**config.mk**
```make
export PLATFORM = sky130hd
export DESIGN_NAME = keypad_operand_entry
export DESIGN_NICKNAME = d
export VERILOG_FILES = /design/src/rtl/keypad_operand_entry.sv
export SDC_FILE = /design/constraint.sdc
export NUM_CORES = 1
export LEC_CHECK = 0
export ABC_AREA = 1
export BUFFER_PORTS_ARGS = -buffer_cell sky130_fd_sc_hd__buf_2
export CAP_MARGIN = 30
export CORE_UTILIZATION = 54
export DETAILED_ROUTE_END_ITERATION = 10
export PLACE_DENSITY = 0.77
export SLEW_MARGIN = 20
export SYNTH_ARGS = -nofsm -noshare
export SYNTH_HDL_FRONTEND = slang
export SYNTH_SLANG_ARGS = --single-unit
```
**constraint.sdc**
```tcl
create_clock -name clk -period 1.5 [get_ports clk]
set_input_delay 0.15 -clock clk [delete_from_list [all_inputs] [get_ports clk]]
set_output_delay 0.15 -clock clk [all_outputs]
set_load 0.01 [all_outputs]
```
**src/rtl/keypad_operand_entry.sv**
```systemverilog
// ============================================================================
// Module   : keypad_operand_entry
// Purpose  : Collects two multi-digit BCD operands (A then B) from a decoded
//            keypad stream and flags the arithmetic stage when both are ready.
// Revision : 1.0 - initial release
// ============================================================================
`default_nettype none

module keypad_operand_entry #(
  parameter int         DIGITS    = 3,
  parameter logic [3:0] KEY_ENTER = 4'hB,
  parameter logic [3:0] KEY_CLEAR = 4'hA
) (
  input  logic                  clk,
  input  logic                  reset,
  input  logic [3:0]            key_code,
  input  logic                  key_valid,
  output logic [4*DIGITS-1:0]   operand_a,
  output logic [4*DIGITS-1:0]   operand_b,
  output logic [1:0]            entry_state,
  output logic                  operands_ready,
  output logic                  entry_err
);

  localparam int OPW = 4 * DIGITS;
  localparam int CW  = $clog2(DIGITS + 1);

  typedef enum logic [1:0] {
    ENTRY_A = 2'b00,
    ENTRY_B = 2'b01,
    DONE    = 2'b10
  } state_t;

  state_t          r_state;
  logic [OPW-1:0]  r_op_a;
  logic [OPW-1:0]  r_op_b;
  logic [CW-1:0]   r_cnt_a;
  logic [CW-1:0]   r_cnt_b;
  logic            r_kv_q;
  logic            r_ready;
  logic            r_err;

  logic            w_accept;
  logic            w_is_digit;
  logic            w_a_room;
  logic            w_b_room;
  logic [OPW-1:0]  w_code_ext;
  logic [OPW-1:0]  w_shift_a;
  logic [OPW-1:0]  w_shift_b;

  // A key is taken only on the first cycle key_valid is seen high, so a held
  // key produces exactly one action.
  assign w_accept   = key_valid & ~r_kv_q;
  assign w_is_digit = (key_code <= 4'd9);
  assign w_a_room   = (r_cnt_a < CW'(DIGITS));
  assign w_b_room   = (r_cnt_b < CW'(DIGITS));
  assign w_code_ext = OPW'(key_code);

  // Shift form instead of a slice keeps the expression legal for DIGITS = 1.
  assign w_shift_a  = (r_op_a << 4) | w_code_ext;
  assign w_shift_b  = (r_op_b << 4) | w_code_ext;

  // Entry FSM: edge detect, operand assembly and the two registered pulses.
  always_ff @(posedge clk or posedge reset) begin
    if (reset) begin
      r_state <= ENTRY_A;
      r_op_a  <= '0;
      r_op_b  <= '0;
      r_cnt_a <= '0;
      r_cnt_b <= '0;
      r_kv_q  <= 1'b0;
      r_ready <= 1'b0;
      r_err   <= 1'b0;
    end else begin
      r_kv_q  <= key_valid;
      r_ready <= 1'b0;
      r_err   <= 1'b0;
      if (w_accept) begin
        if (key_code == KEY_CLEAR) begin
          // Abort from any state; no pulse is raised for a clear.
          r_state <= ENTRY_A;
          r_op_a  <= '0;
          r_op_b  <= '0;
          r_cnt_a <= '0;
          r_cnt_b <= '0;
        end else if (key_code == KEY_ENTER) begin
          case (r_state)
            ENTRY_A: begin
              if (r_cnt_a != '0) r_state <= ENTRY_B;
              else               r_err   <= 1'b1;
            end
            ENTRY_B: begin
              if (r_cnt_b != '0) begin
                r_state <= DONE;
                r_ready <= 1'b1;
              end else begin
                r_err <= 1'b1;
              end
            end
            default: r_err <= 1'b1;
          endcase
        end else if (w_is_digit) begin
          case (r_state)
            ENTRY_A: begin
              if (w_a_room) begin
                r_op_a  <= w_shift_a;
                r_cnt_a <= r_cnt_a + CW'(1);
              end else begin
                r_err <= 1'b1;
              end
            end
            ENTRY_B: begin
              if (w_b_room) begin
                r_op_b  <= w_shift_b;
                r_cnt_b <= r_cnt_b + CW'(1);
              end else begin
                r_err <= 1'b1;
              end
            end
            default: begin
              // A digit after a finished pair starts a fresh A operand.
              r_state <= ENTRY_A;
              r_op_a  <= w_code_ext;
              r_cnt_a <= CW'(1);
              r_op_b  <= '0;
              r_cnt_b <= '0;
            end
          endcase
        end else begin
          // Unused codes are rejected without touching any state.
          r_err <= 1'b1;
        end
      end
    end
  end

  assign operand_a      = r_op_a;
  assign operand_b      = r_op_b;
  assign entry_state    = r_state;
  assign operands_ready = r_ready;
  assign entry_err      = r_err;

endmodule

`default_nettype wire

```
==> summary.md, run 1 <==
| Metric | Value |
|---|---|
| Fmax | 725 MHz |
| Initial antenna violation count | 0 |
| Initial Util | 0.588 |
| Register area share after synthesis | 0.492 |
| Post-layout min period | about 1.4 ns |
| Cts bufs inserted | 5 |
| Drt first pass iters | 7 |
| DRT iter0 DRCs | between 40 and 50 |
| Synth unique cells | 20 |
| # IOs | 35 |
| Synthesized area per cell | a little under 9 µm² |
| Storage element area | 826 µm² |
| FF-to-FF path depth | 6 |
| Final net count | 242 |
| Hold Crit Start | key_code[0] |
| Final period util | 0.919 |
| Top FF cell, synth | dfrtp_1 |
| Worst Path Buf+Inv | 1 |
| Port buffer count | 34 |
| GRT overflow | 0 |
| Mapped cell area | about 1700 µm² |
| Core ar. | 2850 µm² |
| Setup ws final | ~0.12 ns |
| Status | complete, but fails checks |
| Die width | 57.7 µm |
| Hold path endpoint | operand_b[0]$_DFFE_PP0P_ |
| Clk_lat worst skew | between 0.3 and 0.4 ns |
| Post-layout util | 0.703 |
| Worst path slowest cell | dfrtp_1 |
| WL/cell | ~12 µm |
| Clk root buf | clkbuf_4 |
| Crit Path Max Fanout | 28 |
| Row cnt | 19 |
| Vias in the first global route | ~1200 |
| Worst r2r src | r_kv_q$_DFF_PP0_ |
| Vias per inst | between 5 and 6 |
| Seq cells post-synth | 33 |
| Layout area overhead | 19.5% |
| Worst hold path type | input pin to flop |
| First-pass GRT wire length | around 5200 µm |
| Post-Syn Instances | 188 |
| Slew headroom | 0.825 |
| Share of cells above drive strength 1 | 0.349 |
| Max Cap Violations | 0 |
| Critical Path RT | between 1.5 and 2 ns |
| Post-synth ARST share | 1.00 |
| Worst flop-to-flop path endpoint | r_cnt_b[1]$_DFFE_PP0P_ |
| Syn nets | 199 |
| LEAKAGE | 1.06 nW |
| Violations in the final reports | design-rule violations |
| Hold Path Stages | 3 |
| Least-Margin Pin Slew | 0.263 ns |
| Fillers | 227 |
| Final Skew | between 0.01 and 0.015 ns |
| Vias | 1350 |
| CTS tree | yes |
| Pin count of the biggest net entering global routing | 29 |
| P per Cell Area | 1260 nW/µm² |
| CP Class | flop to flop |
| DIE AREA | between 3000 and 4000 µm² |
| Critical path capture point type | flop |
| Final antenna-violating net count | 0 |
| CTS H-Tree Depth | 2 |
| Crit path cell chain | nor2_2 > inv_1 > nor2_4 > nand2_8 > nand2_1 > o21ai_2 |
| DRC errors left | 3 |
| Multi-input gate area in the final layout | 744 µm² |
| Sink Count | 33 |
| ANT cells | 0 |
| YS warnings | 0 |
| Total power | 2.53 mW |
| Cell Area, Placed | ~1900 µm² |
| Flop2flop setup slack | roughly 0.12 ns |
| Post-synth EDFFs | 0 |
| CP peak stage delay | 0.38 ns |
| # Post-CTS Setup Buffers | 0 |
| VDD IR max | between 0.6 and 0.7 mV |
| Routed Wire Length | ~3200 µm |
| Type of origin of the critical path | flop |
| Die height | between 50 and 60 µm |
| Detail Placement HPWL | roughly 2300 µm |
| All-Layer GR Usage | 0.213 |
| Clock buffer depth | 2 |
| Reg clk slew, reported paths | ~0.10 ns |
| Endpoints failing setup | 0 |
| Crit path DAT | approximately 1.6 ns |
| Pre-CTS setup slack | 0.0634 ns |
| Hold Fails Final Rpt | 0 |
| Fin. max-slew vios | 0 |
| GP Congestion | 0.823 |
| Crit path max-delay family | simple AND/OR/NAND/NOR gates |
| Layout Cell Area excl Fill | approximately 2000 µm² |
cells by family after synthesis:
kind of cell               count (synthesis)  share of synthesized area
and+or+nand+nor                           90                      0.251
AOI/OAI and AO/OA                         35                      0.149
DFF                                       33                      0.492
buffers and inverters                     26                     0.0776
adders and majority gates                  4                     0.0298
stage by stage:
stage               hold WS [ns]  std cells  TNS [ns]
global route              0.0944        263    -0.176
global placement           0.184        253         0
floorplan                  0.181        188         0
detailed placement         0.186        253         0
CTS                       0.0984        263         0
finish                     0.113        263         0
routing by layer:
| metal | wire, µm | part of all wire | vias up | track usage |
|---|---|---|---|---|
| met5 | 0 | 0 | - | 0 |
| met4 | 61 | 0.019 | 0 | 0.122 |
| met3 | 135 | 0.042 | 5 | 0.0670 |
| met2 | 1580 | 0.49 | 30 | 0.324 |
| met1 | 1420 | 0.44 | 628 | 0.269 |
| li1 | - | - | 687 | - |
cell usage in the layout (no fill, tap or decap):
cell           instances
inv_1                 18
nand3_1               16
bufinv_16              1
clkbuf_8               1
o21ai_2               19
nand4_1                1
dfrtp_1               33
nand2_8                2
clkbuf_4               5
buf_4                  6
a21oi_1                4
nand3_4                1
ha_1                   4
nor2_2                 2
nor2_1                 6
nor2_4                 3
nand2_1               55
o21ai_0                6
nand2_2                4
buf_2                 34
clkbuf_1               1
dlygate4sd3_1          2
o21ai_1                5
a21oi_2                1
inv_2                  2
registers in the layout, summed over array words and instances (netlist names):
register        count
operand_b          12
r_cnt_b             2
r_kv_q              1
operands_ready      1
entry_state         2
r_cnt_a             2
entry_err           1
operand_a          12
cell usage after synthesis (2+ instances only):
| library cell | n | area share |
|---|---|---|
| a21oi_1 | 4 | 0.012 |
| buf_2 | 2 | 0.0060 |
| nor2_2 | 3 | 0.011 |
| nand2_2 | 4 | 0.015 |
| o21ai_1 | 5 | 0.015 |
| nand3_1 | 16 | 0.048 |
| inv_1 | 18 | 0.040 |
| buf_6 | 4 | 0.027 |
| o21ai_2 | 19 | 0.099 |
| inv_2 | 2 | 0.0045 |
| nor2_4 | 2 | 0.013 |
| dfrtp_1 | 33 | 0.49 |
| nand2_1 | 55 | 0.12 |
| o21ai_0 | 6 | 0.018 |
| nor2_1 | 6 | 0.013 |
| ha_1 | 4 | 0.030 |
| nand2_4 | 2 | 0.013 |
power breakdown:
part	leakage, nW	switching [mW]	internal (mW)
sequential	0.442	0.112	1.06
combinational	0.571	0.393	0.273
clock	0.0455	0.295	0.398
total	1.06	0.799	1.73
worst max path at each step:
stage	endpoint	start	slack (ns)	depth (start not counted)
detailed placement	r_cnt_b[1]$_DFFE_PP0P_	r_kv_q$_DFF_PP0_	0.06	6
finish	r_cnt_b[1]$_DFFE_PP0P_	r_kv_q$_DFF_PP0_	0.12	6
floorplan	operand_a[1]$_DFFE_PP0P_	entry_state[1]$_DFFE_PP0P_	0.20	8
global route	operand_a[0]$_DFFE_PP0P_	entry_state[0]$_DFFE_PP0P_	-0.04	7
global placement	operand_b[5]$_DFFE_PP0P_	r_kv_q$_DFF_PP0_	0.07	6
CTS	r_cnt_b[1]$_DFFE_PP0P_	r_kv_q$_DFF_PP0_	0.03	6
worst min-delay path: stages:
cell	delay, ns
buf_2	0.13
nand2_1	0.08
o21ai_2	0.06
layout make-up:
class | instances | area share
inverters | 20 | 0.0375
flip-flops and latches | 33 | 0.412
clock buffers | 7 | 0.0275
well taps | 31 | 0.0194
clock inverters | 1 | 0.0150
repair buffers | 42 | 0.117
multi-input cells | 129 | 0.371
what timing repair did:
action / CTS / global route
hold buffers: 2 / 0
resized for setup: 0 / 3
hold endpoints to repair: 34 / 0
setup endpoints to repair: 0 / 28
No activity file was read; power rests on OpenSTA's default activity.
==> run 2, diff against run 1 <==
Settings changed: MAX_ROUTING_LAYER from default to met4.
==> run 2 against run 1 <==
  * The run still ends with design-rule violations left
  * Final cell count increased by 0.76%
  * Clock skew decreased by 0.0055 ns
  * Global-route usage increased by 2.5 points
  * Wire length increased by 5.3%
  * Count of clock-buffer cells in the layout unchanged
  * Clock power about the same
  * Core utilization increased by 0.53 points
  * Highest routed layer unchanged
  * Combinational power increased by 3%
  * Register-to-register slack got worse by 0.05 ns
==> summary.md, run 2 (synthesis gave the netlist of run 1 again) <==
| Metric | Value |
|---|---|
| CTS H-Tree Depth | 2 (unchanged) |
| Worst hold path type | input pin to flop |
| Layout area overhead | 20.4% |
| Vias in the first global route | 1331 (+11%) |
| Cell Count, Final, Fillers Out | 265 (+0.76%) |
| Cts bufs inserted | 5 (unchanged) |
| Total negative setup slack | 0 ns (unchanged) |
| Hold Path Stages | 3 (unchanged) |
| VDD IR max | 0.896 mV (+36%) |
| WL/cell | 12.7 µm (+4.5%) |
| DRT iter0 DRCs | 83 (+84%) |
| Worst path most repeated cell | nand2_1 |
| Row cnt | 19 (unchanged) |
| Final antenna-violating net count | 0 (unchanged) |
| Die height | 57.7 µm (unchanged) |
| Worst path slowest cell | dfrtp_1 |
| CTS tree | yes |
| FF-to-FF path depth | 7 (+1) |
| Reg clk slew, reported paths | 0.10 ns (about the same) |
| Vias per inst | 5.21 (+1.5%) |
| Clock buffer depth | 2 (unchanged) |
| Critical path capture point type | flop |
| Multi-input gate area in the final layout | 744 µm² (unchanged) |
| DIE AREA | 3330 µm² (unchanged) |
| Die width | 57.7 µm (unchanged) |
| Critical Path RT | 1.72 ns (about the same) |
| Port buffer count | 34 (unchanged) |
| Max Cap Violations | 0 (unchanged) |
| Crit path cell chain | ha_1 > inv_1 > a21oi_1 > nand2_1 > nand2_8 > nand2_1 > o21ai_2 |
| Hold path endpoint | operand_b[0]$_DFFE_PP0P_ |
| Setup ws final | 0.0696 ns (-0.0514 ns) |
| Routed Wire Length | 3370 µm (+5.3%) |
| Crit path DAT | 1.65 ns (+0.05 ns) |
| Initial antenna violation count | 0 (unchanged) |
| ANT cells | 0 (unchanged) |
| Endpoints failing setup | 0 (unchanged) |
| Final period util | 0.954 (+0.0343) |
| Crit Path Max Fanout | 28 (unchanged) |
| Share of cells above drive strength 1 | 0.355 (+0.00556) |
| Type of origin of the critical path | flop |
| Drt first pass iters | 8 (+1) |
| GRT overflow | 0 (unchanged) |
| Sink Count | 33 (unchanged) |
| LEAKAGE | 1.07 nW (+0.85%) |
| All-Layer GR Usage | 0.237 (+0.0245) |
| Pre-CTS setup slack | 0.0459 ns (-0.0174 ns) |
| Worst Path Buf+Inv | 1 (unchanged) |
| Violations in the final reports | design-rule violations |
| Initial Util | 0.588 (unchanged) |
| # IOs | 35 (unchanged) |
| Pin count of the biggest net entering global routing | 29 (unchanged) |
| First-pass GRT wire length | 5750 µm (+10%) |
| Least-Margin Pin Slew | 0.259 ns (-0.00337 ns) |
| DRC errors left | 3 (unchanged) |
| Fillers | 241 (+6.2%) |
| Clk root buf | clkbuf_4 |
| Final net count | 244 (+0.83%) |
| GP Congestion | 0.877 (+6.6%) |
| Detail Placement HPWL | 2480 µm (+8.9%) |
| Crit path max-delay family | simple AND/OR/NAND/NOR gates |
| Fmax | 699 MHz (-3.6%) |
| CP peak stage delay | 0.41 ns (+0.03 ns) |
| Worst r2r src | r_cnt_b[0]$_DFFE_PP0P_ |
| Slew headroom | 0.827 (+0.00225) |
| Post-layout min period | 1.43 ns (+0.0514 ns) |
| Vias | 1381 (+2.3%) |
| P per Cell Area | 1260 nW/µm² (about the same) |
| Clk_lat worst skew | 0.33 ns (about the same) |
| CP Class | flop to flop |
| Storage element area | 826 µm² (unchanged) |
| Worst flop-to-flop path endpoint | operand_b[9]$_DFFE_PP0P_ |
| Most frequent cells in the layout | 55 x nand2_1, 34 x buf_2, 33 x dfrtp_1 |
| Hold Crit Start | key_code[0] |
| Most common cell after layout, fill and taps aside | nand2_1 |
| Placed insts | 255 (+0.79%) |
| Status | complete, but fails checks |
| Fin. max-slew vios | 0 (unchanged) |
| Hold Fails Final Rpt | 0 (unchanged) |
| Flop2flop setup slack | 0.07 ns (-0.05 ns) |
| Core ar. | 2850 µm² (unchanged) |
| Final Skew | 0.00720 ns (-0.00547 ns) |
[run 2: changes by cell type in the layout (fill, tap and decap cells not counted), sizes merged]
cell / previous run / this run
buf: 40 / 42
[run 2: power by group]
part | total (mW) | internal [mW] | switching, mW
clock network | 0.692 | 0.398 | 0.295
registers | 1.17 | 1.06 | 0.111
logic | 0.685 | 0.280 | 0.405
[run 2: final cells by class]
cell class / instances / area share
timing repair buffer: 44 / 0.124
clock buffer: 7 / 0.0273
sequential: 33 / 0.409
clock inverter: 1 / 0.0149
inverter: 20 / 0.0372
multi-input combinational: 129 / 0.369
tap: 31 / 0.0192
[run 2: stage by stage]
stage | hold WS [ns] | util | total power, mW | cell area, µm²
floorplan | 0.181 | - | 1.61 | 1680
global placement | 0.182 | 0.663 | 1.82 | 1890
detailed placement | 0.191 | 0.663 | 1.85 | 1890
CTS | 0.105 | 0.700 | 2.55 | 2000
global route | 0.104 | 0.708 | 2.71 | 2020
finish | 0.113 | 0.708 | 2.55 | 2020
[run 2: metal layers]
metal | track usage | part of all wire
met1 | 0.282 | 0.45
met2 | 0.394 | 0.50
met3 | 0.0670 | 0.037
met4 | 0.0714 | 0.014
met5 | - | 0
[run 2: how the worst max path moves through the flow]
stage	from	to	slack, ns	depth (start not counted)
final	r_cnt_b[0]$_DFFE_PP0P_	operand_b[9]$_DFFE_PP0P_	0.07	7
after global routing	r_cnt_b[0]$_DFFE_PP0P_	operand_b[9]$_DFFE_PP0P_	-0.004	7
after CTS	r_kv_q$_DFF_PP0_	operand_b[9]$_DFFE_PP0P_	0.02	6
after detailed placement	r_kv_q$_DFF_PP0_	operand_b[9]$_DFFE_PP0P_	0.05	6
after global placement	entry_state[0]$_DFFE_PP0P_	r_cnt_a[1]$_DFFE_PP0P_	0.07	6
after floorplan	entry_state[1]$_DFFE_PP0P_	operand_a[1]$_DFFE_PP0P_	0.20	8
[run 2: what timing repair did]
action,CTS,global route
endpoints found under the setup margin,0,28
hold buffers,2,0
hold endpoints to repair,34,0
buffers inserted,0,0
gates resized for setup,0,3
[run 2: tightest hold or removal path, delay by kind of cell]
family | cells | cell delay, ns
AOI/OAI and AO/OA | 1 | 0.06
buffers and inverters | 1 | 0.13
and+or+nand+nor | 1 | 0.08
==> run 3, diff against run 2 <==
Settings changed: CORE_ASPECT_RATIO from default to 1.1.
==> run 3 against run 2 <==
  * The run now ends clean
  * Clock power decreased by 19%
  * Final cell count fell by 0.75%
  * Critical path depth fell by 1
  * Design area fell by 1.7%
  * Critical path type unchanged
  * Register-to-register slack better by 0.05 ns
  * Wire length shrank 7.9%
  * Largest power group unchanged
  * Count of clock-buffer cells in the layout unchanged
  * Power shrank 6.0%
==> summary.md, run 3 (synthesis gave the netlist of run 1 again) <==
| Metric | Value |
|---|---|
| Status | completed |
| Final antenna-violating net count | 0 (unchanged) |
| Least-Margin Pin Slew | 0.406 ns (+0.146 ns) |
| Clk_lat worst skew | 0.33 ns (about the same) |
| Reg clk slew, reported paths | 0.10 ns (about the same) |
| DIE AREA | 3330 µm² (about the same) |
| VDD IR max | 0.912 mV (+1.8%) |
| Storage element area | 826 µm² (unchanged) |
| P per Cell Area | 1210 nW/µm² (-4.3%) |
| FF-to-FF path depth | 6 (-1) |
| Endpoints failing setup | 0 (unchanged) |
| Most common cell after layout, fill and taps aside | nand2_1 |
| Drt first pass iters | 4 (-4) |
| Die height | 60.5 µm (+4.7%) |
| Multi-input gate area in the final layout | 752 µm² (+1.0%) |
| Hold Path Stages | 3 (unchanged) |
| Cts bufs inserted | 5 (unchanged) |
| Cell Area, Placed | 1860 µm² (-1.5%) |
| Share of cells above drive strength 1 | 0.352 (-0.00253) |
| Vias in the first global route | 1162 (-13%) |
| Pre-CTS setup slack | 0.0681 ns (+0.0221 ns) |
| Routed Wire Length | 3100 µm (-7.9%) |
| DRC errors left | 0 (-3) |
| Crit path DAT | 1.61 ns (-0.04 ns) |
| CP Class | flop to flop |
| ANT cells | 0 (unchanged) |
| Clock buffer depth | 2 (unchanged) |
| Total negative setup slack | 0 ns (unchanged) |
| Layout area overhead | 18.3% |
| Worst hold path type | input pin to flop |
| # Post-CTS Setup Buffers | 0 (unchanged) |
| Critical Path RT | 1.72 ns (about the same) |
| LEAKAGE | 1.05 nW (-1.9%) |
| Initial antenna violation count | 0 (unchanged) |
| Port buffer count | 34 (unchanged) |
| Setup ws final | 0.118 ns (+0.0488 ns) |
| Crit Path Max Fanout | 28 (unchanged) |
| Max Cap Violations | 0 (unchanged) |
| Row cnt | 20 (+1) |
| Type of origin of the critical path | flop |
| Fmax | 724 MHz (+3.5%) |
| Sink Count | 33 (unchanged) |
| Critical path capture point type | flop |
| Detail Placement HPWL | 2210 µm (-11%) |
| WL/cell | 11.8 µm (-7.2%) |
| CTS tree | yes |
| RSZ-0062 raised after global routing | false |
| Core ar. | 2850 µm² (unchanged) |
| Vias per inst | 5.11 (-1.9%) |
| Final hold slack | 0.115 ns (+0.00210 ns) |
| GP Congestion | 0.914 (+4.2%) |
| Die width | 55.1 µm (-4.5%) |
| Pin count of the biggest net entering global routing | 34 (+17%) |
| Final Skew | 0.00689 ns (-0.000309 ns) |
| Post-layout util | 0.696 (-0.0123) |
| Final net count | 240 (-1.6%) |
| Fillers | 242 (+0.41%) |
| Post-layout min period | 1.38 ns (-0.0488 ns) |
| Final period util | 0.921 (-0.0325) |
| Clk root buf | clkbuf_4 |
| All-Layer GR Usage | 0.218 (-0.0192) |
| CTS H-Tree Depth | 2 (unchanged) |
| Hold Fails Final Rpt | 0 (unchanged) |
| Layout Cell Area excl Fill | 1980 µm² (-1.7%) |
| First-pass GRT wire length | 4930 µm (-14%) |
| Fin. max-slew vios | 0 (unchanged) |
| Vias | 1345 (-2.6%) |
| Most frequent cells in the layout | 55 x nand2_1, 34 x buf_2, 33 x dfrtp_1 |
| GRT overflow | 0 (unchanged) |
| DRT iter0 DRCs | 19 (-77%) |
| Initial Util | 0.588 (unchanged) |
| # IOs | 35 (unchanged) |
| Slew headroom | 0.730 (-0.0972) |
-- run 3: cell types whose count changed in the layout (fill, tap and decap cells not counted), sizes merged --
cell,before,now
bufinv,1,0
clkinv,0,1
buf,42,38
-- run 3: critical path, cell delays in order (launching register included) --
cell     delay [ns]
dfrtp_1        0.39
nor2_2         0.16
inv_1          0.10
nor2_4         0.25
nand2_8        0.20
nand2_1        0.12
o21ai_2        0.06
-- run 3: power by group --
group / internal [mW] / switching, mW / total, mW
clock: 0.271 / 0.289 / 0.561
combinational: 0.271 / 0.394 / 0.665
sequential: 1.06 / 0.111 / 1.17
-- run 3: cell type report --
type	instances	area share
clock buffer	7	0.0328
clock inverter	1	0.00252
inverter	20	0.0378
multi-input combinational	129	0.379
sequential	33	0.416
tap	33	0.0208
timing repair buffer	40	0.111
-- run 3: repair_timing --
action                                  4_1_cts  5_1_grt
hold endpoints to repair                     34        0
endpoints found under the setup margin        0       28
resized for setup                             0        5
hold buffers                                  2        0
-- run 3: worst paths after layout --
kind                            slack, ns                      from                  endpoint
worst min register to register       0.49  operand_a[9]$_DFFE_PP0P_  operand_a[9]$_DFFE_PP0P_
worst max-delay path                 0.12          r_kv_q$_DFF_PP0_  operand_b[5]$_DFFE_PP0P_
min in group asynchronous            0.44                     reset  operand_a[5]$_DFFE_PP0P_
worst min-delay path                 0.11               key_code[0]  operand_b[0]$_DFFE_PP0P_
worst max register to register       0.12          r_kv_q$_DFF_PP0_  operand_b[5]$_DFFE_PP0P_
max in group asynchronous            0.77                     reset    r_cnt_b[0]$_DFFE_PP0P_
-- run 3: routing by layer --
layer / global-route usage / vias up / share of wire
li1: - / 679 / -
met1: 0.252 / 631 / 0.45
met2: 0.346 / 29 / 0.49
met3: 0.0752 / 6 / 0.044
met4: 0.0786 / 0 / 0.014
met5: - / - / 0
-- run 3: stage by stage --
stage | power, mW | std cells
finish | 2.39 | 263
global route | 2.59 | 263
CTS | 2.41 | 263
detailed placement | 1.84 | 253
global placement | 1.82 | 253
floorplan | 1.61 | 188
